[config.mk]
export PLATFORM = sky130hd
export DESIGN_NAME = pmodda2_tx
export DESIGN_NICKNAME = d
export VERILOG_FILES = /design/src/rtl/pmodda2_pkg.sv /design/src/rtl/pmodda2_tx_clk_div.sv /design/src/rtl/pmodda2_tx.sv
export SDC_FILE = /design/constraint.sdc
export NUM_CORES = 1
export LEC_CHECK = 0
export ABC_AREA = 1
export BUFFER_PORTS_ARGS = -buffer_cell sky130_fd_sc_hd__buf_2
export CAP_MARGIN = 0
export CORE_MARGIN = 2
export CORE_UTILIZATION = 45
export CTS_CLUSTER_SIZE = 12
export DETAILED_ROUTE_END_ITERATION = 10
export GPL_ROUTABILITY_DRIVEN = 0
export PLACE_DENSITY = 0.65
export SLEW_MARGIN = 25
export SYNTH_ARGS = -nofsm -noshare
export SYNTH_HDL_FRONTEND = slang
export SYNTH_SLANG_ARGS = --single-unit
[constraint.sdc]
create_clock -name clk -period 1.6 [get_ports clk]
set_clock_uncertainty 0.2 [all_clocks]
set_input_delay 0.24 -clock clk [delete_from_list [all_inputs] [get_ports clk]]
set_output_delay 0.24 -clock clk [all_outputs]
set_load 0.005 [all_outputs]
[src/rtl/pmodda2_pkg.sv]
// pmodda2_pkg
// Shared definitions for the PmodDA2 (DAC121S101-style) serial transmitter.
//   FRAME_W     : bits per serial frame (2 don't-care, 2 power-down, 12 data)
//   DATA_W      : sample width
//   pd_mode_e   : power-down codes carried in frame bits 13:12
//   state_e     : transmitter FSM states
//   build_frame : assembles the 16-bit frame, MSB first on the wire
package pmodda2_pkg;

  localparam int FRAME_W = 16;
  localparam int DATA_W  = 12;

  typedef enum logic [1:0] {
    NORMAL  = 2'b00,
    PD_1K   = 2'b01,
    PD_100K = 2'b10,
    PD_HIZ  = 2'b11
  } pd_mode_e;

  typedef enum logic [2:0] {
    IDLE,
    SETUP,
    SHIFT_LO,
    SHIFT_HI,
    GAP
  } state_e;

  // The two leading don't-care bits are driven as zero.
  function automatic logic [FRAME_W-1:0] build_frame(input logic [1:0]        pd,
                                                     input logic [DATA_W-1:0] d);
    return {2'b00, pd, d};
  endfunction

endpackage

[src/rtl/pmodda2_tx_clk_div.sv]
// pmodda2_tx_clk_div
// Half-period tick generator for the DAC serial clock.
//   clk   : system clock
//   rst   : synchronous active-high reset
//   clear : synchronous restart of the half-period count
//   tick  : high on the last system clock of a half-period
// The count runs 0..CLK_DIV-1; tick is asserted while the count sits at
// CLK_DIV-1, so a half-period starting from a clear lasts exactly CLK_DIV clks.
module pmodda2_tx_clk_div #(
  parameter int CLK_DIV = 2
) (
  input  logic clk,
  input  logic rst,
  input  logic clear,
  output logic tick
);

  localparam int CW = (CLK_DIV > 1) ? $clog2(CLK_DIV) : 1;
  localparam logic [CW-1:0] LAST = CW'(CLK_DIV - 1);

  logic [CW-1:0] cnt;

  // Free-running modulo-CLK_DIV counter, restarted whenever the FSM changes state.
  always_ff @(posedge clk) begin
    if (rst || clear) begin
      cnt <= '0;
    end else if (cnt == LAST) begin
      cnt <= '0;
    end else begin
      cnt <= cnt + CW'(1);
    end
  end

  assign tick = (cnt == LAST);

endmodule

[src/rtl/pmodda2_tx.sv]
// pmodda2_tx
// Serial transmitter for a PmodDA2 / DAC121S101 converter (SCLK, SYNCn, DIN).
//   clk      : system clock, all logic on posedge
//   rst      : synchronous active-high reset
//   data_i   : 12-bit sample, taken when valid_i && ready_o
//   valid_i  : sample valid
//   ready_o  : high only while idle
//   done_o   : one-clk pulse as SYNCn rises at frame end
//   SCLK     : serial clock, idles high
//   SYNCn    : active-low frame enable
//   DIN      : serial data, stable around every SCLK falling edge
// Optional build macro PMODDA2_DUAL_CHANNEL_EN adds data_b_i / DINB, a second
// channel framed identically and shifted in lockstep with DIN.
// All outputs come straight from flops.
module pmodda2_tx
  import pmodda2_pkg::*;
#(
  parameter int         CLK_DIV    = 2,
  parameter int         GAP_CYCLES = 4,
  parameter logic [1:0] PD_MODE    = NORMAL
) (
  input  logic              clk,
  input  logic              rst,
  input  logic [DATA_W-1:0] data_i,
  input  logic              valid_i,
`ifdef PMODDA2_DUAL_CHANNEL_EN
  input  logic [DATA_W-1:0] data_b_i,
  output logic              DINB,
`endif
  output logic              ready_o,
  output logic              done_o,
  output logic              SCLK,
  output logic              SYNCn,
  output logic              DIN
);

  localparam int GW = (GAP_CYCLES > 1) ? $clog2(GAP_CYCLES) : 1;
  localparam logic [GW-1:0] GAP_LAST = GW'(GAP_CYCLES - 1);

  state_e state, state_n;

  logic               tick;
  logic               accept;
  logic               rise;
  logic [3:0]         bit_cnt;
  logic               last_bit;
  logic [GW-1:0]      gap_cnt;
  logic [FRAME_W-1:0] shift;
  logic               sclk_q, syncn_q, ready_q, done_q;
`ifdef PMODDA2_DUAL_CHANNEL_EN
  logic [FRAME_W-1:0] shift_b;
`endif

  assign accept = (state == IDLE) && valid_i && ready_q;
  assign rise   = (state == SHIFT_LO) && (state_n == SHIFT_HI);

  // Half-period timing restarts on every state entry so each phase is exactly CLK_DIV clks.
  pmodda2_tx_clk_div #(
    .CLK_DIV(CLK_DIV)
  ) u_clk_div (
    .clk  (clk),
    .rst  (rst),
    .clear(state_n != state),
    .tick (tick)
  );

  always_ff @(posedge clk) begin
    if (rst) begin
      state <= IDLE;
    end else begin
      state <= state_n;
    end
  end

  // last_bit is set on the 16th rising edge, so the following high phase ends the frame.
  always_comb begin
    state_n = state;
    case (state)
      IDLE:     if (accept) state_n = SETUP;
      SETUP:    if (tick) state_n = SHIFT_LO;
      SHIFT_LO: if (tick) state_n = SHIFT_HI;
      SHIFT_HI: if (tick) state_n = last_bit ? GAP : SHIFT_LO;
      GAP:      if (gap_cnt == GAP_LAST) state_n = IDLE;
      default:  state_n = IDLE;
    endcase
  end

  // The frame shifts on each SCLK rise; after the 16th rise the register is all
  // zeros, which leaves DIN low for the final high phase and the gap.
  always_ff @(posedge clk) begin
    if (rst) begin
      shift    <= '0;
      bit_cnt  <= '0;
      last_bit <= 1'b0;
    end else if (accept) begin
      shift    <= build_frame(PD_MODE, data_i);
      bit_cnt  <= '0;
      last_bit <= 1'b0;
    end else if (rise) begin
      shift <= {shift[FRAME_W-2:0], 1'b0};
      if (bit_cnt == 4'd15) begin
        last_bit <= 1'b1;
      end else begin
        bit_cnt <= bit_cnt + 4'd1;
      end
    end
  end

`ifdef PMODDA2_DUAL_CHANNEL_EN
  always_ff @(posedge clk) begin
    if (rst) begin
      shift_b <= '0;
    end else if (accept) begin
      shift_b <= build_frame(PD_MODE, data_b_i);
    end else if (rise) begin
      shift_b <= {shift_b[FRAME_W-2:0], 1'b0};
    end
  end

  assign DINB = shift_b[FRAME_W-1];
`endif

  always_ff @(posedge clk) begin
    if (rst || (state != GAP) || (state_n != GAP)) begin
      gap_cnt <= '0;
    end else begin
      gap_cnt <= gap_cnt + GW'(1);
    end
  end

  // Output flops are loaded from the next state so they line up with the state register.
  always_ff @(posedge clk) begin
    if (rst) begin
      sclk_q  <= 1'b1;
      syncn_q <= 1'b1;
      ready_q <= 1'b1;
      done_q  <= 1'b0;
    end else begin
      sclk_q  <= (state_n != SHIFT_LO);
      syncn_q <= !((state_n == SETUP) || (state_n == SHIFT_LO) || (state_n == SHIFT_HI));
      ready_q <= (state_n == IDLE);
      done_q  <= (state == SHIFT_HI) && (state_n == GAP);
    end
  end

  assign SCLK    = sclk_q;
  assign SYNCn   = syncn_q;
  assign ready_o = ready_q;
  assign done_o  = done_q;
  assign DIN     = shift[FRAME_W-1];

endmodule

==> metrics.txt <==
worst setup margin 0.0899 ns; synth unique cells 20; HPWL after DPL 2020 um; internal cell power 1.68 mW; initial core utilization 47.2%; worst-skew pair later-pin latency 0.34 ns; final net count 248; Highest Clock Rate 662 MHz; Post-Route M1 WL 1370 um; CP Capture Type flop; final setup vio count 0; n_diodes 0; register clock-pin slew on the reported worst setup and hold paths 0.10 ns; first-pass GRT wire length 4800 um; CP required 1.63 ns; Warnings, synthesis 0; DR iter-0 viols 78; WP data arrival 1.54 ns; Top Layer Used met4; final count of pins violating max slew 0; total wire length 2870 um; synthesized area 1430 um^2; critical path class reg2reg; post-place setup slack 0.0659 ns; H-tree levels 2; Clock Power Share 24.0%; global route total overflow 0; Pwr Density 1560 nW/um^2; sequential-to-total area share from yosys stat 43.4%; #FFs+latches synth 31; LEAKAGE 0.789 nW; Port Buffers 19; number of global-route vias before repair 1134; maxcap violations 0; average instance area after synthesis 7.18 um^2; Core Region 3030 um^2; Clock Path Buffers 2; switching part of the total power 37.7%; Peak VDD IR 1110 uV; P_sw 1.02 mW; DIE HEIGHT 60.4 um; Area Overhead vs Synth 21.5%; First-pass DRT Iterations 4; Slew @ Worst Pin 0.317 ns; placed insts 262; Total Routing Usage GR 18.0%; die width 60.4 um; detailed-route wire length per cell 10.4 um; sequential share of power 38.9%; WL met2 1340 um; status finished, final reports clean; DRC Markers 0; initial antenna violation count 0; largest net degree at the start of global routing 13; Finished Layout Cells 276; Die ar. 3640 um^2; CTS Buf Count 5; Mapped Nets 216; share of layout cells above drive strength 1 23.3%; Final Total Pwr 2.70 mW; Relative slew margins 78.8%; Final ANT Viol Nets 0; CTS Root Cell clkbuf_4; crit path max fanout 12; row cnt 20; vias per inst 4.67; CTS tree yes; Worst Setup Start Kind flop; Ports 20; final count of hold timing violations 0; crit share post-route 94.4%; min cycle time layout 1.51 ns; hold crit path type in2reg; met3 wire length 109 um; CTS Sinks 31; Synth Instances 199; Comb power frac 37.2%; via count 1288
[cells by family after synthesis]
| group | after synthesis | synth area share (%) |
|---|---|---|
| adder cells (fa/ha/maj) | 2 | 1.75 |
| AO/OA/AOI/OAI | 24 | 8.58 |
| AND/OR/NAND/NOR | 121 | 38.5 |
| XOR/XNOR | 1 | 0.613 |
| flip-flops | 31 | 43.4 |
| buffers and inverters | 20 | 7.09 |
[placed cells by master (no fill, tap or decap)]
| cell type | instances |
|---|---|
| a21oi_1 | 14 |
| buf_12 | 1 |
| buf_2 | 19 |
| buf_4 | 8 |
| bufinv_16 | 1 |
| clkbuf_4 | 5 |
| clkbuf_8 | 1 |
| clkinv_2 | 1 |
| dfxtp_1 | 29 |
| dfxtp_2 | 2 |
| dlygate4sd3_1 | 2 |
| ha_1 | 2 |
| inv_1 | 10 |
| inv_2 | 5 |
| nand2_1 | 63 |
| nand2_4 | 1 |
| nand2_8 | 1 |
| nand3_1 | 18 |
| nand3_2 | 1 |
| nand4_1 | 1 |
| nor2_1 | 28 |
| nor2_2 | 2 |
| nor2_4 | 5 |
| nor3_4 | 1 |
| o211ai_1 | 1 |
| o21ai_0 | 3 |
| o21ai_1 | 6 |
| xor2_1 | 1 |
[power by group through the flow]
stage | Sequential (mW) | Clock (mW) | Combinational, mW
final | 1.05 | 0.648 | 1.00
after global routing | 1.07 | 0.700 | 1.12
after CTS | 1.04 | 0.654 | 0.942
after detailed placement | 1.06 | 0 | 0.926
after global placement | 1.06 | 0 | 0.916
after floorplan | 1.04 | 0 | 0.745
[metal layers]
metal  track usage (%)  vias up
met5                 0        -
met4              6.67        0
met3              6.40        6
met2              27.6       16
met1              23.3      571
li1                  -      695
[state kept, by name (all words and copies together) (netlist names)]
| signal | flops |
|---|---|
| last_bit | 1 |
| state | 3 |
| SYNCn | 1 |
| shift | 16 |
| u_clk_div.tick | 1 |
| gap_cnt | 2 |
| bit_cnt | 4 |
| ready_o | 1 |
| SCLK | 1 |
| done_o | 1 |
[final cells by class]
cell class / count / area, um^2
tap: 44 / 55.1
inverter: 15 / 56.3
clock buffer: 6 / 51.3
multi-input combinational: 148 / 721
timing repair buffer: 30 / 195
fill: 300 / 1290
clock inverter: 2 / 35.0
sequential: 31 / 623
[Yosys cell counts]
cell type  number  share of area [%]
nand2_1        63                 17
a21oi_1        14                4.9
nor3_4          1                1.1
o211ai_1        1               0.53
dfxtp_1        31                 43
nand3_2         1               0.70
nand3_1        18                6.3
inv_1          10                2.6
buf_6           2                1.6
inv_2           5                1.3
buf_8           1                1.1
nand4_1         1               0.44
nand2_4         2                1.6
nor2_4          5                3.9
ha_1            2                1.8
o21ai_0         3                1.1
xor2_1          1               0.61
nor2_1         30                7.9
o21ai_1         6                2.1
clkbuf_1        2               0.53
[what timing repair did]
item                                    in CTS  in global routing
buffers inserted                             0                  4
hold buffers                                 2                  0
resized for setup                            0                  5
hold endpoints to repair                     3                  0
endpoints found under the setup margin       0                 13
[stage by stage]
step / setup TNS, ns / hold WS (ns) / utilization [%] / cell area (um^2)
5_1_grt: -0.000252 / 0.0304 / 57.4 / 1740
4_1_cts: 0 / 0.00685 / 55.8 / 1690
2_1_floorplan: 0 / 0.187 / - / 1430
3_3_place_gp: 0 / 0.206 / 52.3 / 1580
6_report: 0 / 0.0106 / 57.4 / 1740
3_5_place_dp: 0 / 0.216 / 52.3 / 1580
[worst max-delay path, cell delays in order (launching register included)]
cell     delay, ns
dfxtp_1       0.44
inv_2         0.09
nor2_4        0.11
nand3_2       0.17
nand2_8       0.15
inv_2         0.09
nor2_1        0.11
nor2_1        0.05
[final timing paths]
path / end / depth (start not counted) / from / slack [ns]
min: shift[4] / 5 / data_i[4] / 0.01
min reg2reg: gap_cnt[0] / 1 / gap_cnt[0] / 0.23
max: shift[1] / 7 / state[1] / 0.09
max reg2reg: shift[1] / 7 / state[1] / 0.09
Power figures use the tool's default switching activity.
